<file path="src/rtl/trig_sincos_pipe_if.sv">
// Stream bundle for trig_sincos_pipe: angle/tag in, sin/cos/tag out, each with valid/ready.
`default_nettype none

interface trig_sincos_pipe_if #(
   parameter int ANGLE_W = 9,
   parameter int OUT_W   = 10,
   parameter int TAG_W   = 10
);
   logic               in_valid;
   logic               in_ready;
   logic [ANGLE_W-1:0] in_angle;
   logic [TAG_W-1:0]   in_tag;
   logic               out_valid;
   logic               out_ready;
   logic [OUT_W-1:0]   out_sin;
   logic [OUT_W-1:0]   out_cos;
   logic [TAG_W-1:0]   out_tag;

   modport master (
      output in_valid, in_angle, in_tag, out_ready,
      input  in_ready, out_valid, out_sin, out_cos, out_tag
   );

   modport slave (
      input  in_valid, in_angle, in_tag, out_ready,
      output in_ready, out_valid, out_sin, out_cos, out_tag
   );
endinterface

`default_nettype wire

</file>
<file path="src/rtl/trig_sincos_pipe.sv">
// 3-stage sin/cos pipeline: angle reduction, quarter-wave ROM lookup, sign application.
// Optional TRIG_WRAP_FLAG_EN adds out_wrapped and a saturating wrap_count.
`default_nettype none

module trig_sincos_pipe #(
   parameter int ANGLE_W    = 9,
   parameter int SCALE_LOG2 = 5,
   parameter int OUT_W      = 10,
   parameter int TAG_W      = 10
) (
   input  logic                Clk,
   input  logic                Reset_n,
   trig_sincos_pipe_if.slave   bus
`ifdef TRIG_WRAP_FLAG_EN
   ,
   output logic                out_wrapped,
   output logic [15:0]         wrap_count
`endif
);

   localparam int MAG_W = SCALE_LOG2 + 1;
   localparam int N_SUB = ((1 << ANGLE_W) - 1 + 359) / 360;

   // Elaboration-time floor(2^s * sin(k deg)) via a Q30 Taylor series; the small
   // bias keeps the exactly representable points (30 and 90 deg) from flooring low.
   function automatic int quarter_sin(input int k, input int s);
      longint x, x2, term, sum, res;
      x    = (longint'(k) * 64'sd3373259426) / 64'sd180;
      x2   = (x * x) / 64'sd1073741824;
      term = x;
      sum  = x;
      for (int n = 1; n <= 8; n++) begin
         term = -((term * x2) / 64'sd1073741824) / longint'((2 * n) * (2 * n + 1));
         sum  = sum + term;
      end
      res = (sum + 64'sd64) >>> (30 - s);
      if (res > (64'sd1 <<< s)) res = 64'sd1 <<< s;
      if (res < 64'sd0)         res = 64'sd0;
      return int'(res);
   endfunction

   logic [MAG_W-1:0] rom [0:90];

   for (genvar k = 0; k <= 90; k++) begin : g_rom
      localparam logic [MAG_W-1:0] ROM_VAL = MAG_W'(quarter_sin(k, SCALE_LOG2));
      assign rom[k] = ROM_VAL;
   end

   logic stall;

   logic               s1_valid;
   logic [8:0]         s1_a;
   logic [1:0]         s1_q;
   logic [TAG_W-1:0]   s1_tag;

   logic               s2_valid;
   logic [MAG_W-1:0]   s2_sin_mag;
   logic [MAG_W-1:0]   s2_cos_mag;
   logic               s2_sin_neg;
   logic               s2_cos_neg;
   logic [TAG_W-1:0]   s2_tag;

   logic               out_valid_r;
   logic [OUT_W-1:0]   out_sin_r;
   logic [OUT_W-1:0]   out_cos_r;
   logic [TAG_W-1:0]   out_tag_r;

   assign stall        = out_valid_r && !bus.out_ready;
   assign bus.in_ready = !stall;
   assign bus.out_valid = out_valid_r;
   assign bus.out_sin   = out_sin_r;
   assign bus.out_cos   = out_cos_r;
   assign bus.out_tag   = out_tag_r;

   logic [ANGLE_W-1:0] red;
   logic [8:0]         red_a;
   logic [1:0]         quad;
   logic               wraps;

   always_comb begin
      red = bus.in_angle;
      for (int i = 0; i < N_SUB; i++) begin
         if (red >= ANGLE_W'(360)) red = red - ANGLE_W'(360);
      end
   end

   assign red_a = 9'(red);
   assign wraps = (bus.in_angle >= ANGLE_W'(360));

   always_comb begin
      if (red_a <= 9'd90)       quad = 2'd0;
      else if (red_a <= 9'd180) quad = 2'd1;
      else if (red_a <= 9'd270) quad = 2'd2;
      else                      quad = 2'd3;
   end

   logic [6:0] sin_idx;
   logic [6:0] cos_idx;
   logic       sin_neg;
   logic       cos_neg;

   always_comb begin
      sin_idx = 7'd0;
      cos_idx = 7'd0;
      sin_neg = 1'b0;
      cos_neg = 1'b0;
      case (s1_q)
         2'd0: begin
            sin_idx = 7'(s1_a);
            cos_idx = 7'(9'd90 - s1_a);
         end
         2'd1: begin
            sin_idx = 7'(9'd180 - s1_a);
            cos_idx = 7'(s1_a - 9'd90);
            cos_neg = 1'b1;
         end
         2'd2: begin
            sin_idx = 7'(s1_a - 9'd180);
            cos_idx = 7'(9'd270 - s1_a);
            sin_neg = 1'b1;
            cos_neg = 1'b1;
         end
         default: begin
            sin_idx = 7'(9'd360 - s1_a);
            cos_idx = 7'(s1_a - 9'd270);
            sin_neg = 1'b1;
         end
      endcase
   end

   logic [OUT_W-1:0] sin_ext;
   logic [OUT_W-1:0] cos_ext;

   assign sin_ext = {{(OUT_W - MAG_W){1'b0}}, s2_sin_mag};
   assign cos_ext = {{(OUT_W - MAG_W){1'b0}}, s2_cos_mag};

   // A stall freezes every stage at once, so bubbles only collapse while flowing.
   always_ff @(posedge Clk or negedge Reset_n) begin
      if (!Reset_n) begin
         s1_valid    <= 1'b0;
         s1_a        <= '0;
         s1_q        <= '0;
         s1_tag      <= '0;
         s2_valid    <= 1'b0;
         s2_sin_mag  <= '0;
         s2_cos_mag  <= '0;
         s2_sin_neg  <= 1'b0;
         s2_cos_neg  <= 1'b0;
         s2_tag      <= '0;
         out_valid_r <= 1'b0;
         out_sin_r   <= '0;
         out_cos_r   <= '0;
         out_tag_r   <= '0;
      end else if (!stall) begin
         s1_valid    <= bus.in_valid;
         s1_a        <= red_a;
         s1_q        <= quad;
         s1_tag      <= bus.in_tag;
         s2_valid    <= s1_valid;
         s2_sin_mag  <= rom[sin_idx];
         s2_cos_mag  <= rom[cos_idx];
         s2_sin_neg  <= sin_neg;
         s2_cos_neg  <= cos_neg;
         s2_tag      <= s1_tag;
         out_valid_r <= s2_valid;
         out_sin_r   <= s2_sin_neg ? (OUT_W'(0) - sin_ext) : sin_ext;
         out_cos_r   <= s2_cos_neg ? (OUT_W'(0) - cos_ext) : cos_ext;
         out_tag_r   <= s2_tag;
      end
   end

`ifdef TRIG_WRAP_FLAG_EN
   logic s1_wrap;
   logic s2_wrap;

   always_ff @(posedge Clk or negedge Reset_n) begin
      if (!Reset_n) begin
         s1_wrap     <= 1'b0;
         s2_wrap     <= 1'b0;
         out_wrapped <= 1'b0;
      end else if (!stall) begin
         s1_wrap     <= wraps;
         s2_wrap     <= s1_wrap;
         out_wrapped <= s2_wrap;
      end
   end

   always_ff @(posedge Clk or negedge Reset_n) begin
      if (!Reset_n) begin
         wrap_count <= 16'd0;
      end else if (bus.in_valid && !stall && wraps && (wrap_count != 16'hFFFF)) begin
         wrap_count <= wrap_count + 16'd1;
      end
   end
`else
   logic unused_wraps;
   assign unused_wraps = wraps;
`endif

endmodule

`default_nettype wire

</file>
<file path="src/flat_wrapper.sv">
// flat-port wrapper written by rule: the top's interface ports become plain ports
module trig_sincos_pipe_flat 
#(
   parameter int ANGLE_W    = 9,
   parameter int SCALE_LOG2 = 5,
   parameter int OUT_W      = 10,
   parameter int TAG_W      = 10
)
  (Clk, Reset_n, bus_in_valid, bus_in_angle, bus_in_tag, bus_out_ready, bus_in_ready, bus_out_valid, bus_out_sin, bus_out_cos, bus_out_tag);
  trig_sincos_pipe_if #(.ANGLE_W(ANGLE_W), .OUT_W(OUT_W), .TAG_W(TAG_W)) bus_i ();
  input  logic Clk;
  input  logic Reset_n;
  input wire logic [$bits(bus_i.in_valid)-1:0] bus_in_valid;
  input wire logic [$bits(bus_i.in_angle)-1:0] bus_in_angle;
  input wire logic [$bits(bus_i.in_tag)-1:0] bus_in_tag;
  input wire logic [$bits(bus_i.out_ready)-1:0] bus_out_ready;
  output wire logic [$bits(bus_i.in_ready)-1:0] bus_in_ready;
  output wire logic [$bits(bus_i.out_valid)-1:0] bus_out_valid;
  output wire logic [$bits(bus_i.out_sin)-1:0] bus_out_sin;
  output wire logic [$bits(bus_i.out_cos)-1:0] bus_out_cos;
  output wire logic [$bits(bus_i.out_tag)-1:0] bus_out_tag;
  assign bus_i.in_valid = bus_in_valid;
  assign bus_i.in_angle = bus_in_angle;
  assign bus_i.in_tag = bus_in_tag;
  assign bus_i.out_ready = bus_out_ready;
  assign bus_in_ready = bus_i.in_ready;
  assign bus_out_valid = bus_i.out_valid;
  assign bus_out_sin = bus_i.out_sin;
  assign bus_out_cos = bus_i.out_cos;
  assign bus_out_tag = bus_i.out_tag;
  trig_sincos_pipe #(.ANGLE_W(ANGLE_W), .SCALE_LOG2(SCALE_LOG2), .OUT_W(OUT_W), .TAG_W(TAG_W)) u_core (.Clk(Clk), .Reset_n(Reset_n), .bus(bus_i));
endmodule
</file>
<file path="config.mk">
export PLATFORM = sky130hd
export DESIGN_NAME = trig_sincos_pipe_flat
export DESIGN_NICKNAME = d
export VERILOG_FILES = /design/src/rtl/trig_sincos_pipe_if.sv /design/src/rtl/trig_sincos_pipe.sv /design/src/flat_wrapper.sv
export SDC_FILE = /design/constraint.sdc
export NUM_CORES = 1
export LEC_CHECK = 0
export CAP_MARGIN = 20
export CORE_AREA = 5 5 100 102
export CTS_CLUSTER_DIAMETER = 40
export DETAILED_ROUTE_END_ITERATION = 8
export DIE_AREA = 0 0 105 107
export PLACE_DENSITY = 0.87
export SLEW_MARGIN = 20
export SYNTH_ARGS = -nofsm -noshare
export SYNTH_HDL_FRONTEND = slang
export SYNTH_SLANG_ARGS = --single-unit
</file>
<file path="constraint.sdc">
create_clock -name Clk -period 3.6 [get_ports Clk]
set_input_delay 0.36 -clock Clk [delete_from_list [all_inputs] [get_ports Clk]]
set_output_delay 0.36 -clock Clk [all_outputs]
set_load 0.1 [all_outputs]
</file>
### After elaboration in Yosys (flattened, before gate mapping)

Memories as Yosys holds them, arrays and structs flattened. A register that Yosys moved wholly into a read port is not among the register bits.
Index checks and enable logic that the tools add are counted.

* magnitude comparators: 5
* equality and inequality tests: 2
* reduce and logical (&&, ||, !) cells: 10
* add/subtract/negate cells: 11
* mux-type cells: 11
* shift operators: 0
* div/mod/pow operators: 0
* multiply operators: 0
* bitwise logic cells: 2

Operators by type and width (count)
* 7-bit case mux with 3 select lines: 2
* 10-bit two-way mux: 2
* 9-bit >= comparator (second input constant): 2
* 9-bit two-way mux: 2
* 9-bit subtractor (second input constant): 2
* 7-bit inverter with 8-bit output: 2
* 1-bit by 6-bit subtractor with 7-bit output (first input constant): 2
* 7-bit subtractor (first input constant): 2
* 9-bit by 7-bit less-or-equal comparator with 1-bit output (second input constant): 1
* 9-bit by 8-bit less-or-equal comparator with 1-bit output (second input constant): 1
* 9-bit less-or-equal comparator (second input constant): 1
* 4-bit by 7-bit subtractor with 7-bit output (first input constant): 1
* 6-bit by 7-bit subtractor with 7-bit output (first input constant): 1
* 7-bit by 4-bit subtractor with 7-bit output (second input constant): 1
* 7-bit by 6-bit subtractor with 7-bit output (second input constant): 1
* 7-bit subtractor (second input constant): 1
* 1-bit logical NOT: 6
* 2-bit two-way mux: 2
* 2-bit OR reduction: 2
* 1-bit two-way mux: 3
* 2-bit by 1-bit equality test with 1-bit output (second input constant): 1
* 2-bit equality test (second input constant): 1
* 2-bit logical NOT: 1
* 1-bit logical AND: 1

* memory bits (writable): 0
* bits in latches: 0
* bits of input ports: 23
* memory bits (read-only): 1536
* output and inout bits: 32
* register bits after elaboration: 64
* memories kept: 2

Memory list
* (name not given): words 128, bits a word 6, rd ports 1, clocked after memory_dff 1, write ports 0, line trig_sincos_pipe.sv:161 `s2_cos_mag <= rom[cos_idx];`
* (name not given): words 128, bits a word 6, rd ports 1, clocked after memory_dff 1, write ports 0, line trig_sincos_pipe.sv:160 `s2_sin_mag <= rom[sin_idx];`

### Logic depth before layout (Yosys ltp)

Gate-level depths: netlist of the first run.

* word-level depth: 8
* depth in mapped cells: 14

### Worst setup path before layout of the first run

No wires, ideal clock.

* path type: register -> register
* start: reg u_core.s1_q[1]
* end: reg u_core.s2_sin_mag[2]
* stages on the path, launching flop included: 14
* required time: 3.469 ns
* buffers on the path: 2
* path slack: 0.642 ns
* period minus slack after synthesis: 2.958 ns
* arrival time: 2.827 ns
* cells stage by stage: dfrtp_1 > inv_1 > ha_1 > buf_4 > inv_1 > ha_1 > and3_2 > or3_1 > nand3_2 > and2_1 > clkbuf_1 > mux2i_1 > nor4b_1 > or3_1

* longest elaborated chain between the ends: 3
* elaborated cells on any way between the ends: 5
* classes of those cells: eq/ne: 2; mux: 1; bitwise: 1; reduce/logical: 1

RTL lines
* start, declared: line trig_sincos_pipe.sv:53 `logic [1:0] s1_q;`
* start signal, assigned: line trig_sincos_pipe.sv:157 `s1_q <= quad;`
* 2-bit equality test, or another cell as far along: line trig_sincos_pipe.sv:107 `case (s1_q)`
* 7-bit case mux with 3 select lines *: line trig_sincos_pipe.sv:107
* 7-bit inverter with 8-bit output (implied by the code) *: line trig_sincos_pipe.sv:160
* end, declared: line trig_sincos_pipe.sv:57 `logic [MAG_W-1:0] s2_sin_mag;`

Mark *: on every way between the ends. The rest lies on a longest branch, timed or not.
A chain may end at the register's enable or synchronous reset.

### Final worst setup path of the first run

* start: reg u_core.s1_q[1]
* end: reg u_core.s2_sin_mag[3]

Same word-level chain as after synthesis.

==> impl_summary.md, run 1 <==
Clocking
The count of buffers added by post-CTS timing repair for setup is 0. The later pin in the worst-skew pair is clocked with a latency of ~0.37 ns. Counting along the longest clock path gives a buffer depth of 2. The number of instances resized during post-cts repair is 0.

CTS saw 70 sinks. The number of buffers created by CTS is 9. The clock transition at the registers of the reported paths is 0.10 ns. The CTS root buffer is clkbuf_8. The H-tree was split into 3 levels.

The number of hold buffers added after cts is 0. TritonCTS built the clock tree.

STA
The worst slew margin relative to its limit is 0.324. The worst-case hold slack is roughly 0.09 ns. For the pin with the worst max-slew slack, the measured transition is a little over 1 ns. After layout, the minimum clock period comes to 3.30 ns. Setup repair after global routing left no endpoint under its margin. The final max-slew violation count is 0. Derived from the worst setup path, the maximum achievable clock frequency is just over 300 MHz. The final count of hold timing violations was 0. Of the available clock period, the critical path in the final layout requires 0.917. The final setup violation count is 0. Across the routed clock network, the largest skew measured is roughly 0.018 ns.

The post-route setup TNS is 0 ns.

Global routing
The initial antenna violation count was 0. The via count of the first global-routing pass is 4498. Entering global routing, the biggest net connects 79 pins. The aggregate global-route resource usage is 0.221. The total overflow left after global routing is 0. The first global-routing pass estimated roughly 21000 µm of wire.

Die
In this run the count of I/O pins placed on the die edge is 55. The die height is 107 µm. The horizontal die dimension is 105 µm.

The area enclosed by the die boundary is 11200 µm². The number of placement rows is 35. In this run the standard cell core region covers 9020 µm². The starting utilization of the core area is 0.559.

Critical path
The worst setup path is launched from a flop. The type of element capturing the critical path is a flop. For flop-to-flop paths, the worst setup slack is 0.30 ns. The category of the most critical setup path is flop to flop. Of all nets on the critical path, the largest fanout is 15. The critical path starts at u_core.s1_q[1]. For the worst setup path, the data arrival time is 3.59 ns. Counting cells, the worst reg-to-reg path comes to 11.

The worst reg2reg path startpoint is u_core.s1_q[1]. The required arrival time at the worst endpoint is 3.89 ns.

Logic synthesis
The adder-cell share of the synthesized area is 0.0710. Averaged over all synthesized cells, the footprint is 8.30 µm². The share of synthesized area in the top cell type comes to 0.348. The synthesized design contains 0 enable-type register cells.

Yosys attributes the largest share of cell area to dfrtp_1, nand2_1, ha_1, o21ai_0, a21oi_1. The cell taking the most area after synthesis is dfrtp_1. In this run, synthesis produced a sequential element count of 70. The Yosys warning count is 0.

The commonest register cell after synthesis is dfrtp_1. The number of unique standard cell types used by synthesis is 82. The share of the synthesized area in compound gates (AO/OA/AOI/OAI) is 0.227. Of the total synthesized cell area, the portion taken by XOR and XNOR cells is 0.0293. After synthesis, the largest family of logic cells by area is compound AO/OA/AOI/OAI gates. Counting every instance in the synthesized netlist gives between 600 and 700. The mux cell area share after synthesis is 0.0325. Of the total synthesized cell area, the portion taken by AND, OR, NAND and NOR gates is 0.227. The number of nets handed over by synthesis was between 600 and 700. The area of the mapped netlist is approximately 5000 µm². Of the synthesized area, sequential elements account for 0.348. In the synthesized netlist the async set-or-reset flop fraction comes to 1.00.

Final layout
For this run, the post-layout net count is 694. From synthesis to final layout, the design area changed by 15.0%. The post-route cell area is 5800 µm².

Of the cells placed in the final design, the portion with a size suffix greater than 1 is 0.0802. After filler insertion, the fill cell instance count of the layout stands at about 750. The repair_antennas step left the layout with diodes totalling 0.

Detailed routing
For this block, the routed nets add up to 12100 µm of wire. The first detailed-routing pass took 5 iterations. The post-detailed-route DRC marker count is 0. The average via count per standard cell is slightly above 6. Detailed routing inserted a total of 4608 vias. The first routing iteration left 337 violations. Dividing the detail-routed wire length by the instance count gives between 15 and 20 µm.

The post-route antenna net violation count is 0.

Flow run
The count of max-cap constraint violations is 0.

Min path
The worst hold-check path type is input pin to async pin.

Placed design
Input and output buffers added on the ports amount to 54. Once detailed placement completed, the half-perimeter wirelength came to just under 9000 µm. The post-detailed-placement cell area is roughly 5600 µm². The final weighted congestion of routability-driven global placement is around 0.93.

Run status
The run finished with clean final reports.
## registers in the layout (all words and copies together), names as in the netlist, 2 cells and up
name and cells:
u_core.s2_cos_mag 6, u_core.s2_sin_mag 6, u_core.s2_tag 10, u_core.bus.out_tag 10, u_core.bus.out_cos 7, u_core.s1_tag 10, u_core.bus.out_sin 7, u_core.s1_q 2
u_core.s1_a 7
## cell usage after synthesis (8+ instances only)
| cell type | n |
|---|---|
| o21ai_0 | 39 |
| nand2_1 | 165 |
| dfrtp_1 | 70 |
| nor2b_1 | 8 |
| inv_1 | 25 |
| a21oi_1 | 24 |
| and3_1 | 8 |
| ha_1 | 27 |
| buf_4 | 12 |
| xnor2_1 | 9 |
| nor2_1 | 21 |
| nand3_1 | 12 |
| o211ai_1 | 12 |
| a31oi_1 | 11 |
| or3_1 | 8 |
| clkbuf_1 | 16 |
| mux2i_1 | 10 |
## per-layer routing
metal,wire (µm),GRT usage,up-vias
met4,283,0.0795,0
met1,4990,0.269,2196
met3,647,0.0391,28
met2,6200,0.389,171
met5,0,0,-
li1,-,-,2213
## path summary, 6_finish.rpt
| check | to |
|---|---|
| setup / recovery | u_core.s2_sin_mag[3] |
| hold / removal | u_core.bus.out_tag[7] |
| setup reg to reg | u_core.s2_sin_mag[3] |
| hold reg to reg | u_core.bus.out_tag[1] |
| max in group asynchronous | u_core.s1_a[2] |
| min in group Clk | u_core.bus.out_tag[1] |
## area by class of cell
type	instances	area (µm²)	area share
tap	111	139	0.0240
timing repair buffer	64	608	0.105
inverter	27	101	0.0175
sequential	70	1750	0.302
clock buffer	9	124	0.0214
clock inverter	7	106	0.0184
multi-input combinational	471	2970	0.512
## metrics by stage
stage                     setup WS, ns  utilization  instances
after floorplan                  0.642            -        607
after global placement           0.340        0.617        743
after detailed placement         0.330        0.617        743
after CTS                        0.308        0.642        759
after global routing            0.0625        0.642        759
final                            0.299        0.642        759
## layout by cell type (no fill, tap or decap), types with 10 or more instances in the layout
master           instances
clkdlybuf4s50_1         52
a21oi_1                 24
nand2_1                165
a31oi_1                 11
mux2i_1                 10
nand3_1                 12
buf_4                   11
o21ai_0                 39
nor2_1                  21
ha_1                    27
dfrtp_1                 70
o211ai_1                12
inv_1                   25
## cell families after synthesis
kind of cell / count (synthesis)
xor gates and xnor gates: 16
AOI/OAI and AO/OA: 159
buffers and inverters: 66
and+or+nand+nor: 254
adders and majority gates: 28
DFF: 70
muxes: 14
## critical path, stage by stage (launching register included)
cell and delay [ns]:
dfrtp_1 0.42, inv_1 0.08, ha_1 0.20, buf_4 0.19, ha_1 0.36, nor3b_4 0.27, o221ai_2 0.14, mux2_4 0.32
a221oi_4 0.53, a31oi_1 0.16, a311oi_1 0.32, o221a_1 0.23
Power of run 1 is not shown: default switching activity piles up to over one toggle a cycle in this logic, so the estimate is an artifact.
==> inputs of run 2 (changes only) <==
==> constraint.sdc (replaced) <==
create_clock -name Clk -period 4.2 [get_ports Clk]
set_input_delay 0.42 -clock Clk [delete_from_list [all_inputs] [get_ports Clk]]
set_output_delay 0.42 -clock Clk [all_outputs]
set_load 0.1 [all_outputs]
==> impl_summary.md, run 2 (synthesis results as in run 1) <==
Run status
The run finished with clean final reports.

STA
The transition time of the tightest slew-check pin is 1.00 ns (-0.00680 ns). The clock tree skew after final layout came to 0.0102 ns (-0.00819 ns). The final setup violation count was 0 (unchanged). The fmax is 287 MHz (-5.3%).

The worst slew margin relative to its limit is 0.329 (+0.00455). The final count of hold timing violations is 0 (unchanged). The final max-slew violation count came to 0 (unchanged). The final cycle utilization of the critical path is 0.830 (-0.0867). The post-route setup TNS was 0 ns (unchanged). Setup repair after global routing left no endpoint under its margin. The minimum period implied by the final worst setup slack was 3.49 ns (+0.186 ns).

Critical path
The cell at the slowest stage of the critical path is a221oi_4. The maximum fanout along the worst path came to 15 (unchanged). The data arrival time of the critical path is 3.75 ns (+0.16 ns). The peak per-stage delay on the critical path came to 0.51 ns (-0.02 ns).

The required arrival time at the worst endpoint came to 4.47 ns (+0.58 ns). STA classifies the critical path endpoint as a flop. The startpoint kind of the worst setup timing path is a flop.

By startpoint and endpoint, the worst setup path is classified as flop to flop. Walking the worst path, the cells encountered are inv_1 -> ha_1 -> inv_1 -> ha_1 -> or3_1 -> o221ai_2 -> mux2_4 -> a221oi_4 -> nor4_1 -> a211o_1 -> o32ai_1.

Die
The number of placed I/O pins is 55 (unchanged). The die height is 107 µm (unchanged). The number of placement rows is 35 (unchanged). The area enclosed by the die boundary is 11200 µm² (unchanged).

The horizontal die dimension is 105 µm (unchanged). The starting utilization of the core area is 0.559 (unchanged). The core area is 9020 µm² (unchanged).

Detailed routing
The post-detailed-route DRC marker count is 0 (unchanged). The total number of vias came to 4464 (-3.1%). The post-route antenna net violation count is 0 (unchanged).

The number of DRC violations after detailed-routing iteration 0 is 379 (+12%). The routed wire length per instance is 15.6 µm (-2.3%). The average via count per standard cell is 5.91 (-2.6%). The total wire length after detailed routing was 11800 µm (-2.8%). The length of the first detailed-routing pass in iterations is 7 (+2).

Flow run
The count of max-cap constraint violations is 0 (unchanged).

Final layout
The relative area change from synthesis to final layout is 14.5%. The most common cell after layout, fill and taps aside is nand2_1. The library cells used most frequently in the layout, excluding fill and tap cells, are nand2_1, dfrtp_1, clkdlybuf4s50_1.

The fraction of layout instances using a drive strength above 1 is 0.0730 (-0.00727). The count of inserted antenna diode cells came to 0 (unchanged). The number of nets in the layout came to 690 (-0.58%).

Clocking
The CTS tree is done. The number of buffers created by CTS is 9 (unchanged). The count of buffers added by post-CTS timing repair for setup is 0 (unchanged). The CTS root buffer is clkbuf_8. The buffer depth of the longest clock path is 2 (unchanged). The total number of H-tree levels is 3 (unchanged). The clock sink total is 70 (unchanged). The source-to-sink clock delay at the later pin of the worst-skew pair is 0.36 ns (about the same).

The clock transition at the registers of the reported paths is 0.09 ns (about the same).

Placed design
The HPWL reported at the end of detailed placement is 8600 µm (-2.2%). The quantity of I/O buffers inserted on ports is 54 (unchanged). The final weighted congestion of routability-driven global placement is 0.975 (+4.8%).

Global routing
The aggregate global-route resource usage is 0.217 (-0.00360). The largest net degree at the start of global routing is 79 (unchanged). The wire length of the first global-routing pass is 20700 µm (-1.2%). The initial antenna violation count is 0 (unchanged).

The leftover overflow at the end of global routing is 0 (unchanged). The via count of the first global-routing pass is 4300 (-4.4%).

Min path
The worst hold-check path type is flop to flop.
==> run 2: cell types whose count changed in the layout (fill, tap and decap cells not counted) <==
cell / change
buf_4: -5
dlygate4sd3_1: +1
==> run 2: repair_timing <==
| item | 4_1_cts | 5_1_grt |
|---|---|---|
| gates resized for setup | 0 | 0 |
| endpoints found under the hold margin | 17 | 0 |
| hold buffers | 1 | 0 |
==> run 2: routing by layer <==
layer / vias up / share of wire / track usage
met5: - / 0 / 0
met1: 2078 / 0.43 / 0.285
met4: 0 / 0.018 / 0.0667
met2: 153 / 0.49 / 0.371
met3: 22 / 0.058 / 0.0313
li1: 2211 / - / -
==> run 2: final timing paths <==
path / start / cells after the start / endpoint / slack [ns]
max: u_core.s1_q[1] / 11 / u_core.s2_sin_mag[0] / 0.71
min: u_core.s2_valid / 1 / u_core.bus.out_valid / 0.46
max reg2reg: u_core.s1_q[1] / 11 / u_core.s2_sin_mag[0] / 0.71
min reg2reg: u_core.s2_valid / 1 / u_core.bus.out_valid / 0.46
max in group asynchronous: Reset_n / 3 / u_core.s1_a[3] / 2.72
min in group asynchronous: Reset_n / 2 / u_core.bus.out_cos[4] / 0.50
==> run 2: layout make-up <==
cell class	instances	area, µm²
flip-flops and latches	70	1750
fillers	786	3250
multi-input cells	471	2970
clock inverters	7	106
clock buffers	9	124
inverters	27	101
well taps	111	139
repair buffers	60	581
==> run 2: critical path, delay by kind of cell (launching register included) <==
kind | cells | cell delay (ns)
multiplexers | 1 | 0.33
flip-flops | 1 | 0.42
adder cells (fa/ha/maj) | 2 | 0.78
buffers and inverters | 2 | 0.26
AO/OA/AOI/OAI | 4 | 1.11
AND/OR/NAND/NOR | 2 | 0.49
==> run 2: through the flow <==
stage	cell area (µm²)	setup slack, ns	hold slack (ns)	cells	utilization
floorplan	5040	1.24	0.124	607	-
global placement	5530	0.898	0.353	738	0.613
detailed placement	5530	0.718	0.358	738	0.613
CTS	5770	0.726	0.461	755	0.639
global route	5770	0.422	0.485	755	0.639
finish	5770	0.713	0.464	755	0.639
Power of run 2 is left out for the same reason.
==> inputs of run 3 (changes only) <==
==> constraint.sdc (replaced) <==
create_clock -name Clk -period 3.45 [get_ports Clk]
set_input_delay 0.345 -clock Clk [delete_from_list [all_inputs] [get_ports Clk]]
set_output_delay 0.345 -clock Clk [all_outputs]
set_load 0.1 [all_outputs]
==> impl_summary.md, run 3 (synthesis results as in run 1) <==
Detailed routing
The post-route antenna net violation count is 0 (unchanged). The total wire length after detailed routing came to 11900 µm (+0.93%). The post-detailed-route DRC marker count is 0 (unchanged).

The number of DRC violations after detailed-routing iteration 0 came to 367 (-3.2%). The total number of vias is 4599 (+3.0%). The length of the first detailed-routing pass in iterations came to 7 (unchanged). The average via count per standard cell is 6.00 (+1.4%). The routed wire length per instance is 15.5 µm (-0.65%).

Critical path
The peak per-stage delay on the critical path is 0.48 ns (-0.03 ns). The data arrival time of the critical path is 3.46 ns (-0.29 ns). The most repeated library cell on the critical path is ha_1. The kind of cell with the highest combined delay along the critical path is adder cells. The required arrival time at the worst endpoint was 3.67 ns (-0.80 ns). The maximum fanout along the worst path was 10 (-5). Among all stages on the critical path, the largest delay is contributed by a221oi_2. The critical path goes through inv_1 -> ha_1 -> ha_1 -> xor2_1 -> a221oi_2 -> inv_2 -> ha_1 -> inv_1 -> mux2i_1 -> o21ai_0 -> nor4_1 -> or3_1.

The type of element capturing the critical path is a flop. The setup path with the least slack is of type flop to flop. STA classifies the critical path startpoint as a flop. The sum of buffers and inverters on the critical path is 3 (+1).

STA
The clock tree skew after final layout is 0.0112 ns (+0.00103 ns). The final cycle utilization of the critical path is 0.940 (+0.110). The worst slew margin relative to its limit was 0.341 (+0.0124). The post-route setup TNS came to 0 ns (unchanged). The final max-slew violation count is 0 (unchanged).

The final setup violation count is 0 (unchanged). Setup repair after global routing left no endpoint under its margin. The fmax came to 308 MHz (+7.5%). The final count of hold timing violations was 0 (unchanged). The minimum period implied by the final worst setup slack is 3.24 ns (-0.243 ns). The transition time of the tightest slew-check pin is 0.985 ns (-0.0185 ns).

Clocking
The number of buffers created by CTS is 9 (unchanged). The tree is rooted in a clkbuf_8. The clock sink total is 70 (unchanged). TritonCTS built the clock tree. The source-to-sink clock delay at the later pin of the worst-skew pair was 0.35 ns (about the same). The clock transition at the registers of the reported paths is 0.08 ns (about the same). The buffer depth of the longest clock path is 2 (unchanged). The total number of H-tree levels was 3 (unchanged).

Run status
The run finished with clean final reports.

Final layout
The count of inserted antenna diode cells is 0 (unchanged). The fraction of layout instances using a drive strength above 1 is 0.0915 (+0.0185). Leaving out fill and tap cells, the most frequent cells in the layout are nand2_1, dfrtp_1, clkdlybuf4s50_1. The number of nets in the layout is 703 (+1.9%).

The library cell used most frequently in the layout, excluding fill and tap cells, is nand2_1. From synthesis to final layout, the design area changed by 16.0%.

Global routing
The leftover overflow at the end of global routing is 0 (unchanged). The initial antenna violation count came to 0 (unchanged). The wire length of the first global-routing pass was 20400 µm (-1.3%). The largest net degree at the start of global routing is 49 (-38%). The via count of the first global-routing pass was 4406 (+2.5%). The aggregate global-route resource usage is 0.216 (-0.00106).

Placed design
The quantity of I/O buffers inserted on ports is 54 (unchanged). The HPWL reported at the end of detailed placement is 8880 µm (+3.3%). The final weighted congestion of routability-driven global placement came to 0.992 (+1.7%).

Die
The number of placed I/O pins came to 55 (unchanged). The horizontal die dimension is 105 µm (unchanged). The area enclosed by the die boundary is 11200 µm² (unchanged). The starting utilization of the core area is 0.559 (unchanged). The number of placement rows is 35 (unchanged). The die height came to 107 µm (unchanged).

The core area is 9020 µm² (unchanged).

Flow run
The count of max-cap constraint violations is 0 (unchanged).

Min path
The path class of the tightest hold or removal check is flop to flop.
-- run 3: path summary, 6_finish.rpt --
| path | to | slack (ns) | cells past startpoint | from |
|---|---|---|---|---|
| setup / recovery | u_core.s2_sin_mag[2] | 0.21 | 12 | u_core.s1_q[1] |
| hold / removal | u_core.bus.out_tag[6] | 0.47 | 2 | u_core.bus.out_tag[6] |
| setup reg to reg | u_core.s2_sin_mag[2] | 0.21 | 12 | u_core.s1_q[1] |
| hold reg to reg | u_core.bus.out_tag[6] | 0.47 | 2 | u_core.bus.out_tag[6] |
| max in group asynchronous | u_core.s1_a[3] | 1.99 | 3 | Reset_n |
| min in group asynchronous | u_core.bus.out_tag[9] | 0.48 | 2 | Reset_n |
-- run 3: through the flow --
stage / worst slack [ns] / utilization / instances / hold slack (ns) / area [µm²]
2_1_floorplan: 0.492 / - / 607 / 0.0494 / 5040
3_3_place_gp: 0.321 / 0.621 / 748 / 0.326 / 5600
3_5_place_dp: 0.129 / 0.621 / 748 / 0.333 / 5600
4_1_cts: 0.115 / 0.644 / 764 / 0.473 / 5810
5_1_grt: 0.0197 / 0.648 / 767 / 0.485 / 5850
6_report: 0.206 / 0.648 / 767 / 0.470 / 5850
-- run 3: timing repair --
action / CTS / global route
hold buffers: 1 / 0
setup endpoints to repair: 0 / 3
buffers inserted: 0 / 3
hold endpoints to repair: 22 / 0
resized for setup: 0 / 1
-- run 3: per-layer routing --
layer	part of all wire	global-route usage	vias to the layer above
met2	0.50	0.371	153
li1	-	-	2239
met1	0.42	0.270	2170
met5	0	0	-
met3	0.048	0.0319	37
met4	0.025	0.0913	0
-- run 3: cell type report --
type,count,area [µm²]
Fill cell,773,3170
Tap cell,111,139
Timing Repair Buffer,73,691
Clock buffer,10,138
Multi-Input combinational cell,471,2970
Sequential cell,70,1750
Clock inverter,5,60.1
Inverter,27,101
-- run 3: worst min-delay path, stage by stage (launching register included) --
cell and delay [ns]:
dfrtp_1 0.35, nand2_1 0.05, nand2_1 0.04
Power of run 3 is left out for the same reason.
